`src/rtl/div_pkg.sv`:
```
// Shared types and constants for the divide functional unit front end.
// Holds the op encoding, controller states and special-case results.
package div_pkg;

    localparam int DIV_W = 32;

    typedef enum logic [1:0] {
        DIV  = 2'd0,
        DIVU = 2'd1,
        REM  = 2'd2,
        REMU = 2'd3
    } div_op_e;

    typedef enum logic [2:0] {
        S_IDLE   = 3'd0,
        S_LAUNCH = 3'd1,
        S_WAIT   = 3'd2,
        S_DRAIN  = 3'd3,
        S_BCAST  = 3'd4
    } div_fu_state_e;

    localparam logic [DIV_W-1:0] DIV_ZERO_QUOT    = '1;
    localparam logic [DIV_W-1:0] DIV_OVF_DIVIDEND = 32'h8000_0000;

    function automatic logic op_is_signed(input div_op_e op);
        return (op == DIV) || (op == REM);
    endfunction

    function automatic logic op_is_rem(input div_op_e op);
        return (op == REM) || (op == REMU);
    endfunction

endpackage

```
`src/rtl/div_special_case.sv`:
```
// Detects divide-by-zero and signed overflow for RV32M divide ops.
// Produces the architectural result so the divider need not run.
module div_special_case
    import div_pkg::*;
#(
    parameter int data_width_p = 32
) (
    input  div_op_e                 i_op,
    input  logic [data_width_p-1:0] i_a,
    input  logic [data_width_p-1:0] i_b,
    output logic                    o_is_special,
    output logic [data_width_p-1:0] o_result
);

    logic w_zero;
    logic w_ovf;
    logic w_rem;

    assign w_zero = (i_b == '0);
    assign w_ovf  = op_is_signed(i_op)
                  && (i_a == DIV_OVF_DIVIDEND)
                  && (i_b == '1);
    assign w_rem  = op_is_rem(i_op);

    assign o_is_special = w_zero | w_ovf;

    always_comb begin
        o_result = '0;
        unique case (1'b1)
            w_zero & ~w_rem: o_result = DIV_ZERO_QUOT;
            w_zero &  w_rem: o_result = i_a;
            w_ovf  & ~w_rem: o_result = DIV_OVF_DIVIDEND;
            default:         o_result = '0;
        endcase
    end

endmodule

```
`src/rtl/div_fu_ctrl.sv`:
```
// Divide FU controller: issue, special-case bypass, nrd_div handshake,
// flush draining and CDB broadcast for one in-flight RV32M divide op.
module div_fu_ctrl
    import div_pkg::*;
#(
    parameter int data_width_p = 32,
    parameter int tag_width_p  = 6
) (
    input  logic                    clk_i,
    input  logic                    reset_i,
    input  logic                    issue_v_i,
    output logic                    issue_ready_o,
    input  logic [1:0]              issue_op_i,
    input  logic [data_width_p-1:0] issue_a_i,
    input  logic [data_width_p-1:0] issue_b_i,
    input  logic [tag_width_p-1:0]  issue_tag_i,
    input  logic                    flush_i,
    output logic                    div_v_o,
    input  logic                    div_ready_i,
    output logic                    div_signed_o,
    output logic [data_width_p-1:0] div_a_o,
    output logic [data_width_p-1:0] div_b_o,
    input  logic                    div_v_i,
    input  logic [data_width_p-1:0] div_quot_i,
    input  logic [data_width_p-1:0] div_rem_i,
    output logic                    div_yumi_o,
    output logic                    cdb_req_o,
    input  logic                    cdb_gnt_i,
    output logic [tag_width_p-1:0]  cdb_tag_o,
    output logic [data_width_p-1:0] cdb_data_o
);

    div_fu_state_e             r_state;
    div_fu_state_e             w_state_n;
    div_op_e                   r_op;
    logic [data_width_p-1:0]   r_a;
    logic [data_width_p-1:0]   r_b;
    logic [tag_width_p-1:0]    r_tag;
    logic [data_width_p-1:0]   r_result;

    div_op_e                   w_issue_op;
    logic                      w_accept;
    logic                      w_special;
    logic [data_width_p-1:0]   w_special_res;
    logic                      w_capture;

    assign w_issue_op = div_op_e'(issue_op_i);

    div_special_case #(
        .data_width_p(data_width_p)
    ) u_special (
        .i_op         (w_issue_op),
        .i_a          (issue_a_i),
        .i_b          (issue_b_i),
        .o_is_special (w_special),
        .o_result     (w_special_res)
    );

    assign issue_ready_o = (r_state == S_IDLE) & ~flush_i;
    assign w_accept      = issue_v_i & issue_ready_o;

    assign div_v_o      = (r_state == S_LAUNCH) & ~flush_i;
    assign div_signed_o = op_is_signed(r_op);
    assign div_a_o      = r_a;
    assign div_b_o      = r_b;

    // A flush in S_WAIT leaves the result pending; S_DRAIN consumes it.
    assign w_capture  = (r_state == S_WAIT) & div_v_i & ~flush_i;
    assign div_yumi_o = w_capture
                      | ((r_state == S_DRAIN) & div_v_i);

    assign cdb_req_o  = (r_state == S_BCAST) & ~flush_i;
    assign cdb_tag_o  = r_tag;
    assign cdb_data_o = r_result;

    always_comb begin
        w_state_n = r_state;
        unique case (r_state)
            S_IDLE: begin
                if (w_accept) begin
                    w_state_n = w_special ? S_BCAST : S_LAUNCH;
                end
            end
            S_LAUNCH: begin
                if (flush_i) begin
                    w_state_n = S_IDLE;
                end else if (div_ready_i) begin
                    w_state_n = S_WAIT;
                end
            end
            S_WAIT: begin
                if (flush_i) begin
                    w_state_n = S_DRAIN;
                end else if (div_v_i) begin
                    w_state_n = S_BCAST;
                end
            end
            S_DRAIN: begin
                if (div_v_i) begin
                    w_state_n = S_IDLE;
                end
            end
            S_BCAST: begin
                if (flush_i || cdb_gnt_i) begin
                    w_state_n = S_IDLE;
                end
            end
            default: w_state_n = S_IDLE;
        endcase
    end

    always_ff @(posedge clk_i or negedge reset_i) begin
        if (!reset_i) begin
            r_state  <= S_IDLE;
            r_op     <= DIV;
            r_a      <= '0;
            r_b      <= '0;
            r_tag    <= '0;
            r_result <= '0;
        end else begin
            r_state <= w_state_n;
            if (w_accept) begin
                r_op  <= w_issue_op;
                r_a   <= issue_a_i;
                r_b   <= issue_b_i;
                r_tag <= issue_tag_i;
                if (w_special) begin
                    r_result <= w_special_res;
                end
            end
            if (w_capture) begin
                r_result <= op_is_rem(r_op) ? div_rem_i : div_quot_i;
            end
        end
    end

endmodule

```
`config.mk`:
```
export PLATFORM = sky130hd
export DESIGN_NAME = div_fu_ctrl
export DESIGN_NICKNAME = d
export VERILOG_FILES = /design/src/rtl/div_pkg.sv /design/src/rtl/div_special_case.sv /design/src/rtl/div_fu_ctrl.sv
export SDC_FILE = /design/constraint.sdc
export NUM_CORES = 1
export LEC_CHECK = 0
export CAP_MARGIN = 20
export CORE_ASPECT_RATIO = 2
export CORE_MARGIN = 3
export CORE_UTILIZATION = 33
export DETAILED_ROUTE_END_ITERATION = 10
export GPL_TIMING_DRIVEN = 0
export PLACE_DENSITY_LB_ADDON = 0.05
export SETUP_SLACK_MARGIN = 0.1
export SLEW_MARGIN = 20
export SYNTH_ARGS = -nofsm -noshare
export SYNTH_HDL_FRONTEND = slang
export SYNTH_HIERARCHICAL = 1
export SYNTH_SLANG_ARGS = --single-unit
```
`constraint.sdc`:
```
create_clock -name clk_i -period 2.8 [get_ports clk_i]
set_clock_uncertainty 0.15 [all_clocks]
set_input_delay 0.42 -clock clk_i [delete_from_list [all_inputs] [get_ports clk_i]]
set_output_delay 0.42 -clock clk_i [all_outputs]
set_load 0.01 [all_outputs]
```
-- Word level (Yosys, flattened, before mapping)
Index checks and enable logic that the tools add are counted.
- input bits: 143
- output and inout port bits: 107
- logic and storage cells: 64
- bits in registers: 107
- bitwise logic cells: 14
- reduce and logical (&&, ||, !) cells: 15
- muxes and demuxes: 14
- equality and inequality tests: 15
- operators by type and width (cell ; number):
    $mux 32 ; 4
    $pmux 32 s3 ; 1
    $eq 32x32->1 const B ; 2
    $logic_not 32->1 ; 1
    $mux 3 ; 8
    $pmux 3 s5 ; 1
    $and 1x1->1 ; 10
    $eq 2x2->1 const B ; 4
    $eq 3x2->1 const B ; 2
    $ne 3x3->1 const B ; 2
    $logic_or 1x1->1 ; 5
    $reduce_and 5->1 ; 1
    $logic_not 2->1 ; 2
    $ne 2x2->1 const B ; 2
    $reduce_bool 2->1 ; 2
    $eq 3x1->1 const B ; 1
    $eq 3x3->1 const B ; 1
    $logic_not 3->1 ; 1
    $logic_and 1x1->1 ; 2
    $ne 2x1->1 const B ; 1
    $not 1->1 ; 2
    $or 1x1->1 ; 2
    $reduce_and 2->1 ; 1

-- Depth between registers and ports, before layout
Gate-level depths: netlist of run 1.
- depth in word-level cells: 9
- mapped depth: 11
- gate-level depth less buffers: 7

-- Hierarchy
The synthesis of run 1 kept the hierarchy.
- modules (own cells, without submodules) (module ; area an instance (µm²) ; sequential area each (µm²) ; cells an instance ; times used):
    div_fu_ctrl ; 5139.9 ; 2677.6 ; 405 ; 1
    div_special_case ; 554.3 ; 0.0 ; 107 ; 1

-- Worst setup path before layout of run 1
Ideal clock, no wire load.
- path type: input to register
- start point: input port issue_a_i[26]
- end point: register r_result[10], in the netlist cdb_data_o[10]
- path slack: -282 ps
- arrival: 2850 ps
- required time: 2568 ps
- stages on the path: 9
- buffers on the path: 2
- setup time: 82 ps
- cells stage by stage: or4b_1 or4_1 or4_4 o21ai_1 and2_1 clkbuf_1 clkbuf_1 nand3_1 a31oi_1
- elaborated cells between the ends (all ways): 11
- those cells by class: 1 x eq/ne; 4 x mux; 2 x bitwise; 4 x reduce/logical
- RTL lines (item ; line ; text):
    from (decl) ; div_fu_ctrl.sv:14 ; input logic [data_width_p-1:0] issue_a_i,
    $eq 32x32->1 ; div_special_case.sv:21 ; && (i_a == DIV_OVF_DIVIDEND)
    $logic_and 1x1->1 ; div_special_case.sv:21 ;
    $logic_and 1x1->1 ; div_special_case.sv:22 ; && (i_b == '1);
    $or 1x1->1 ; div_special_case.sv:25 ; assign o_is_special = w_zero | w_ovf;
    via w_special ; div_fu_ctrl.sv:43 ; logic w_special;
    $reduce_bool 2->1 (no line) ; -- ;
    $reduce_and 2->1 (no line) ; -- ;
    to (signal assigned) ; div_fu_ctrl.sv:128 ; r_result <= w_special_res;
    to (signal assigned) ; div_fu_ctrl.sv:132 ; r_result <= op_is_rem(r_op) ? div_rem_i : div_quot_i;
    to (decl) ; div_fu_ctrl.sv:39 ; logic [data_width_p-1:0] r_result;
The timed path passes the listed nets, and every way through them passes these cells. The select of a mux whose other input is x is not followed.
A chain may end at the register's enable or synchronous reset.

-- Worst setup path after layout of run 1
- start point: input port issue_a_i[26]
- end point: register r_result[14], in the netlist cdb_data_o[14]
Same word-level chain as after synthesis.

==> results of run 1 <==
[Yosys cell counts]
library cell    n
o21ai_0        33
a2111oi_0      32
nand3b_1        1
a31oi_1        32
nor4_1         14
o22ai_1         2
nor3_1          1
or4_1           3
and4b_1         1
nor2b_1        33
and2_1          1
nand2_8         1
nand4_1        10
a211oi_1        1
mux2_4         70
nand3_1        33
nor4b_1         2
nand2_1         2
mux2_2          3
o31a_1          1
clkinv_4        1
or2_2           1
or4_4           1
nor2_1          1
buf_2           4
nor3b_1         1
dfrtp_1       107
nand4b_1        1
or2_1           2
clkbuf_1       36
a211o_1         1
o21ai_1         1
inv_1          37
a21oi_1        32
o31ai_2         1
buf_6           8
or4b_1          1
[stage by stage]
| step | total power, uW | setup TNS, ns | setup WS (ns) | hold WS [ns] |
|---|---|---|---|---|
| final | 8710 | -0.757 | -0.0652 | 0.188 |
| after global routing | 9150 | -3.01 | -0.127 | 0.193 |
| after CTS | 8700 | -4.67 | -0.182 | 0.140 |
| after detailed placement | 7130 | -30.48 | -0.976 | 0.261 |
| after global placement | 7040 | -358.15 | -3.08 | 0.339 |
| after floorplan | 4750 | -0.766 | -0.0279 | -0.0256 |
[worst min path at each step]
stage	start	to	slack [ns]
after floorplan	reset_i	cdb_data_o[0]	-0.03
after global placement	div_a_o[0]	div_a_o[0]	0.34
after detailed placement	reset_i	div_b_o[26]	0.26
after CTS	issue_a_i[26]	div_a_o[26]	0.14
after global routing	issue_a_i[31]	div_a_o[31]	0.19
final	issue_a_i[31]	div_a_o[31]	0.19
[area by class of cell]
type	instances	share of cell area
tap	207	0.0276
inverter	38	0.0157
clock inverter	4	0.0105
antenna	1	0.000266
sequential	107	0.285
buffer	48	0.0385
multi-input combinational	319	0.314
timing repair buffer	262	0.282
clock buffer	11	0.0258
[power groups by stage]
stage	Sequential [uW]	Combinational (uW)	Clock, uW
2_1_floorplan	3100	1640	0
3_3_place_gp	2770	4270	0
3_5_place_dp	2790	4330	0
4_1_cts	2790	4390	1530
5_1_grt	2890	4690	1560
6_report	2790	4420	1500
[routing by layer]
metal / global-route usage / share of wire / vias to the layer above / wire (um)
met1: 0.231 / 0.36 / 2545 / 7620
met3: 0.0443 / 0.055 / 30 / 1180
li1: - / - / 2435 / -
met4: 0.0852 / 0.026 / 0 / 556
met5: 0 / 0 / - / 0
met2: 0.415 / 0.56 / 192 / 12000
[cell families (layout without fill, tap and decap cells)]
kind of cell	Yosys count	in the layout	share of synthesized area
multiplexers	73	73	0.191
AO/OA/AOI/OAI	136	136	0.151
other	0	1	0
buffers and inverters	86	363	0.0690
AND/OR/NAND/NOR	110	110	0.119
flip-flops	107	107	0.470
[placed cells by master (no fill, tap or decap), drive strengths merged, types with 2 or more instances in the layout]
cell type and instances:
or2 3, inv 37, buf 34, nor4b 2
clkinv 2, nor2b 33, dlygate4sd2 8, clkbuf 43
o21ai 34, nand2 3, a31oi 32, clkdlybuf4s50 220
a2111oi 32, mux2 73, dlymetal6s2s 14, a21oi 32
nor4 14, o22ai 2, or4 4, dfrtp 107
nand4 10, bufinv 3, nand3 33
[state kept, by name (all words and copies together) (netlist names)]
register,count
r_op,2
r_state,3
cdb_data_o,32
div_a_o,32
div_b_o,32
cdb_tag_o,6
[worst max-delay path: cells and delay by family]
kind | cells | cell delay [ns]
compound gates | 2 | 0.39
simple gates | 5 | 1.75
buf+inv | 3 | 0.41
[timing repair]
action | in CTS | in global routing
endpoints found under the hold margin | 50 | 0
pin swaps | 24 | 40
resized for setup | 83 | 58
hold buffers | 1 | 0
setup endpoints to repair | 37 | 37
gates cloned | 2 | 1
setup buffers | 4 | 4
==> results.toml, run 1 <==
[status]
status = "finished, violations left"
violations = "negative setup slack"

[critical_path]
path_max_fanout = 7
critPathArrivalTime_ns = 2.98
crit_chain = "buf_8 -> or4b_4 -> or4_1 -> or4_4 -> o21ai_4 -> and2_4 -> clkbuf_16 -> clkbuf_16 -> nand3_2 -> a31oi_1"
path_class = "in2reg"
rr_startpoint = "r_op[1]"
rrSetupSlack_ns = 0.41
r2r_cells = 5
crit_path_end = "cdb_data_o[14]"
cpMaxStageDelayCell = "or4b_4"
r2r_end = "cdb_data_o[16]"
required_ns = 2.92
crit_path_start = "issue_a_i[26]"
critPathMaxStageDelay_ns = 0.54
crit_path_end_kind = "flip-flop"
crit_top_cell = "clkbuf_16"
startpoint_type = "primary input"

[global_route]
grt_pass1_vias = 5607
track_usage = 0.218
overflow = 0
antenna_found_initial = 0
grt_start_max_net_pins = 58
grt_pass1_wl_um = 31900

[placement]
globalplace.congestion = 0.858
place_area_um2 = 8510
io_buffers = 249
dp.cells = 969
dp_hpwl_um = 16700

[clocking]
numCtsBuffers = 9
cts-root-buf = "clkbuf_16"
clkTransAtPathRegs_ns = 0.07
cts_sinks = 107
htreeDepth = 3
clockBufferDepth = 2
insertion_delay_ns = 0.35
cts_tree = "built"

[power_and_ir_drop]
p_leak_uw = 0.00396
p_per_area_nw_per_um2 = 927
p_sw_uw = 2860
power_frac_comb = 0.507
power.internal_uw = 5850
switching_share = 0.328
p_seq_frac = 0.321
peakVddDrop_mv = 0.462
p_clk_frac = 0.172

[layout]
fillers = 1523
multi_input_area_um2 = 2950
drive_gt1_frac = 0.226
seqCellArea_um2 = 2680
syn_to_final_growth_pct = 64.9
final_cell_count_no_fill = 997
final_nets = 928
fin_util = 0.557
fin_area_um2 = 9390

[sta]
max_clock_freq_ghz = 0.349
rsz0062_at_grt = "yes"
finalSetupViolations = 25
hold_viol = 0
maxSlewHeadroom = 0.326
worstMarginPinSlew_ns = 0.986
final_period_minus_worst_setup_slack_ns = 2.87
slew_viol_final = 0
min_period_over_period = 1.02
setup_slack_ns = -0.0652

[synthesis]
yosysTopAreaCellShare = 0.470
netlist_instances = 512
ys_seq_area_frac = 0.470
syn_avg_cell_area_um2 = 11.1
ys.warnings.count = 6
synth.distinct_cells = 37
ys_ff_latch = 107
yosys.area.top_type = "dfrtp_1"
syn-num-nets = 655
yosys-top-cells-area = "dfrtp_1 (47%), mux2_4 (18%), a2111oi_0 (4.9%), nor2b_1 (3.6%), a31oi_1 (3.5%)"
netlist_area_um2 = 5690

[detailed_routing]
via_count = 5202
ant_nets = 0
drtIter0Drc = 165
post_drt_wl_per_cell_um = 21.5
detail_route.drc_violations = 0
vias_per_cell = 5.22
firstDrtPassIters = 4
drt-total-wl_um = 21400

[hold_path]
hp-class = "in2reg"
min_path_cells = 2

[floorplan]
rows = 67
fp.dieArea_um2 = 19000
die_y_um = 192
start_util = 0.338
ios = 250
dieWidth_um = 98.9
coreArea_um2 = 16800

[job]
cap_viol_max_count = 0
No activity file was read; power rests on OpenSTA's default activity.
==> run 2: changes to the inputs <==
Settings changed: CORE_ASPECT_RATIO 2 to 0.5, SETUP_SLACK_MARGIN 0.1 to 0.05.
==> results.toml, run 2 (synthesis gave the netlist of run 1 again) <==
[floorplan]
fp.dieArea_um2 = 19000
die_y_um = 98.9
dieWidth_um = 192
ios = 250
coreArea_um2 = 16600
rows = 33
start_util = 0.342

[placement]
dp_hpwl_um = 15300
io_buffers = 249
dp.cells = 989
globalplace.congestion = 0.797
pre_cts_ws_ns = -1.00

[layout]
final_cell_count_no_fill = 1013
final_nets = 924
num_antenna_cells = 0
syn_to_final_growth_pct = 63.9
final_common_cell = "clkdlybuf4s50_1"
layout_common_cells = "clkdlybuf4s50_1 (202), dfrtp_1 (107), mux2_4 (70), inv_1 (37), nor2b_1 (33)"
drive_gt1_frac = 0.229
fillers = 1462

[global_route]
grt_pass1_wl_um = 31500
busiest_layer = "met2"
track_usage = 0.214
grt_pass1_vias = 5393
grt_start_max_net_pins = 67
overflow = 0
use_met2 = 0.334
antenna_found_initial = 1
use_met1 = 0.308
use_met3 = 0.0547

[hold_path]
hp-class = "in2reg"

[sta]
setup_slack_ns = -0.0226
min_period_over_period = 1.01
maxSlewHeadroom = 0.352
worstMarginPinSlew_ns = 0.947
max_clock_freq_ghz = 0.354
holdWs_ns = 0.168
rsz0062_at_grt = "yes"
final_period_minus_worst_setup_slack_ns = 2.82
finalSetupViolations = 11
hold_viol = 0
slew_viol_final = 0

[clocking]
clockBufferDepth = 2
clkTransAtPathRegs_ns = 0.08
cts-root-buf = "clkbuf_16"
cts_tree = "built"
cts_sinks = 107
htreeDepth = 3
numCtsBuffers = 9
insertion_delay_ns = 0.35

[critical_path]
path_max_fanout = 7
critPathArrivalTime_ns = 2.95
crit_path_end_kind = "flip-flop"
path_class = "in2reg"
startpoint_type = "primary input"
required_ns = 2.93

[power_and_ir_drop]
peakVddDrop_mv = 0.418
power_uw = 8460
p_leak_uw = 0.00393
p_per_area_nw_per_um2 = 906

[detailed_routing]
vias_per_cell = 5.13
drtIter0Drc = 155
firstDrtPassIters = 4
detail_route.drc_violations = 0
drt-total-wl_um = 20500
via_count = 5200
ant_nets = 0
post_drt_wl_per_cell_um = 20.2

[status]
violations = "negative setup slack"
status = "finished, violations left"

[job]
cap_viol_max_count = 0
-- run 2: changes by cell type in the layout (fill, tap and decap cells not counted), moves of 3 or more --
cell             before  now
nand3_2              16   21
clkdlybuf4s50_1     220  202
o21ai_0              24   32
clkbuf_8              1    6
o21ai_1               8    1
buf_8                 4    1
buf_4                11    6
dlymetal6s2s_1       14    8
dlygate4sd2_1         8   32
a31oi_1              26   31
nand3_1              11    6
a31oi_4               4    1
-- run 2: worst max-delay path, stage by stage --
cell and delay (ns):
buf_8 0.10, or4b_4 0.53, or4_4 0.43, or4_4 0.47, o21ai_4 0.23, and2_4 0.19, clkbuf_16 0.16, clkbuf_16 0.16
nand3_4 0.10, a31oi_4 0.18
-- run 2: metal layers --
metal / vias to the layer above / share of wire
met1: 2588 / 0.47
met4: 2 / 0.0055
met3: 14 / 0.073
li1: 2433 / -
met2: 163 / 0.45
met5: - / 0.00044
-- run 2: stage by stage --
stage | setup TNS [ns] | instance area, um2 | utilization
after floorplan | -0.766 | 5730 | -
after CTS | -0.109 | 9260 | 0.557
after global placement | -392.17 | 8510 | 0.511
after global routing | -1.18 | 9330 | 0.561
after detailed placement | -32.63 | 8530 | 0.513
final | -0.0944 | 9330 | 0.561
-- run 2: cell type report --
type                       count  area, um2  area share
buffer                        46        349      0.0374
clock buffer                  11        253      0.0271
clock inverter                 5       66.3     0.00710
inverter                      38        148      0.0158
multi-input combinational    319       2970       0.318
sequential                   107       2680       0.287
tap                          227        284      0.0304
timing repair buffer         260       2590       0.277
-- run 2: path summary, 6_finish.rpt --
kind,end,cells past startpoint,slack (ns),start
worst max-delay path,cdb_data_o[5],10,-0.02,issue_a_i[29]
worst min-delay path,div_a_o[28],2,0.17,issue_a_i[28]
worst max register to register,cdb_data_o[21],5,0.51,r_op[1]
worst min register to register,div_a_o[0],1,0.36,div_a_o[0]
max in group asynchronous,r_state[0],3,1.41,reset_i
min in group asynchronous,cdb_tag_o[4],2,0.40,reset_i
-- run 2: where the power goes --
part           internal, uW  total, uW  switching (uW)
combinational          2560       4290            1730
clock                   757       1390             630
sequential             2330       2780             447
-- run 2: what timing repair did --
item | CTS | global route
hold endpoints to repair | 41 | 0
setup buffers | 5 | 1
gates resized for setup | 126 | 18
gates cloned | 3 | 0
endpoints found under the setup margin | 37 | 33
hold buffers | 1 | 0
pin swaps | 31 | 21
==> run 3: changes to the inputs <==
Settings changed: CORE_MARGIN 3 to 2.
==> results.toml, run 3 (synthesis gave the netlist of run 1 again) <==
[floorplan]
rows = 33
coreArea_um2 = 16600
fp.dieArea_um2 = 18400
dieWidth_um = 190
start_util = 0.342
ios = 250
die_y_um = 96.9

[clocking]
cts_tree = "built"
cts_sinks = 107
cts-root-buf = "clkbuf_16"
htreeDepth = 3
clkTransAtPathRegs_ns = 0.07
clockBufferDepth = 2
numCtsBuffers = 9
insertion_delay_ns = 0.34

[hold_path]
hp-class = "in2reg"

[detailed_routing]
via_count = 5106
drtIter0Drc = 206
firstDrtPassIters = 4
detail_route.drc_violations = 0
vias_per_cell = 5.05
post_drt_wl_per_cell_um = 19.7
drt-total-wl_um = 20000
ant_nets = 0

[critical_path]
cpMaxStageDelayCell = "or4_4"
crit_path_end_kind = "flip-flop"
path_class = "in2reg"
critPathMaxStageDelay_ns = 0.58
crit_chain = "buf_8 -> or4b_4 -> or4_4 -> or4_4 -> o21ai_4 -> and2_4 -> clkbuf_16 -> clkbuf_16 -> nand3_4 -> a31oi_4"
startpoint_type = "primary input"
critPathArrivalTime_ns = 3.04
path_max_fanout = 7
crit_family = "simple AND/OR/NAND/NOR gates"
required_ns = 2.92
critical_path_buf_inv_count = 3

[global_route]
grt_start_max_net_pins = 62
track_usage = 0.221
overflow = 0
antenna_found_initial = 0
grt_pass1_wl_um = 31400
grt_pass1_vias = 5365

[layout]
drive_gt1_frac = 0.229
syn_to_final_growth_pct = 62.9
fillers = 1482
num_antenna_cells = 0
layout_common_cells = "clkdlybuf4s50_1 (214), dfrtp_1 (107), mux2_4 (70), inv_1 (37), nor2b_1 (33)"
final_nets = 923
final_cell_count_no_fill = 1012
final_common_cell = "clkdlybuf4s50_1"
fin_util = 0.557

[sta]
min_period_over_period = 1.04
final_period_minus_worst_setup_slack_ns = 2.92
max_clock_freq_ghz = 0.342
slew_viol_final = 0
setup_slack_ns = -0.121
maxSlewHeadroom = 0.412
rsz0062_at_grt = "yes"
worstMarginPinSlew_ns = 0.860
finalSetupViolations = 32
tns_ns = -2.68
hold_viol = 0

[placement]
dp.cells = 989
io_buffers = 249
pre_cts_ws_ns = -1.01
globalplace.congestion = 0.802
dp_hpwl_um = 15100

[job]
cap_viol_max_count = 0

[status]
status = "finished, violations left"
violations = "negative setup slack"

[power_and_ir_drop]
p_per_area_nw_per_um2 = 898
p_leak_uw = 0.00388
peakVddDrop_mv = 0.490
## run 3: through the flow
step | area, um2 | power [uW] | hold slack, ns
final | 9280 | 8330 | 0.171
after CTS | 9170 | 8390 | 0.165
after global routing | 9280 | 8860 | 0.169
after global placement | 8510 | 6990 | 0.338
after floorplan | 5730 | 4750 | -0.0256
after detailed placement | 8530 | 7040 | 0.236
## run 3: final timing paths
| path | from | to | slack [ns] | cells past startpoint |
|---|---|---|---|---|
| max in group asynchronous | reset_i | div_a_o[29] | 1.39 | 3 |
| min reg2reg | div_a_o[0] | div_a_o[0] | 0.36 | 1 |
| min | issue_a_i[28] | div_a_o[28] | 0.17 | 2 |
| min in group asynchronous | reset_i | div_a_o[13] | 0.40 | 2 |
| max reg2reg | r_op[1] | cdb_data_o[21] | 0.52 | 5 |
| max | issue_a_i[29] | cdb_data_o[9] | -0.12 | 10 |
## run 3: area by class of cell
type,count,area (um2),share of cell area
timing repair buffer,259,2600,0.281
clock buffer,10,239,0.0258
inverter,38,148,0.0159
sequential,107,2680,0.289
buffer,46,344,0.0371
tap,227,284,0.0306
multi-input combinational,319,2930,0.316
clock inverter,6,47.5,0.00513
## run 3: power breakdown
part | internal, uW | switching, uW | total (uW)
clock | 638 | 620 | 1260
sequential | 2330 | 444 | 2770
combinational | 2570 | 1730 | 4300
total | 5540 | 2790 | 8330
## run 3: metal layers
| metal | vias to the layer above | global-route usage | wire length [um] |
|---|---|---|---|
| li1 | 2442 | - | - |
| met1 | 2470 | 0.323 | 9870 |
| met2 | 179 | 0.332 | 8610 |
| met3 | 15 | 0.0588 | 1330 |
| met4 | 0 | 0.0334 | 160 |
| met5 | - | 0 | 0 |
## run 3: what timing repair did
action,4_1_cts,5_1_grt
gates cloned,3,0
setup buffers,3,2
hold endpoints to repair,46,0
endpoints found under the setup margin,37,35
hold buffers,1,0
resized for setup,106,31
pin swaps,38,26
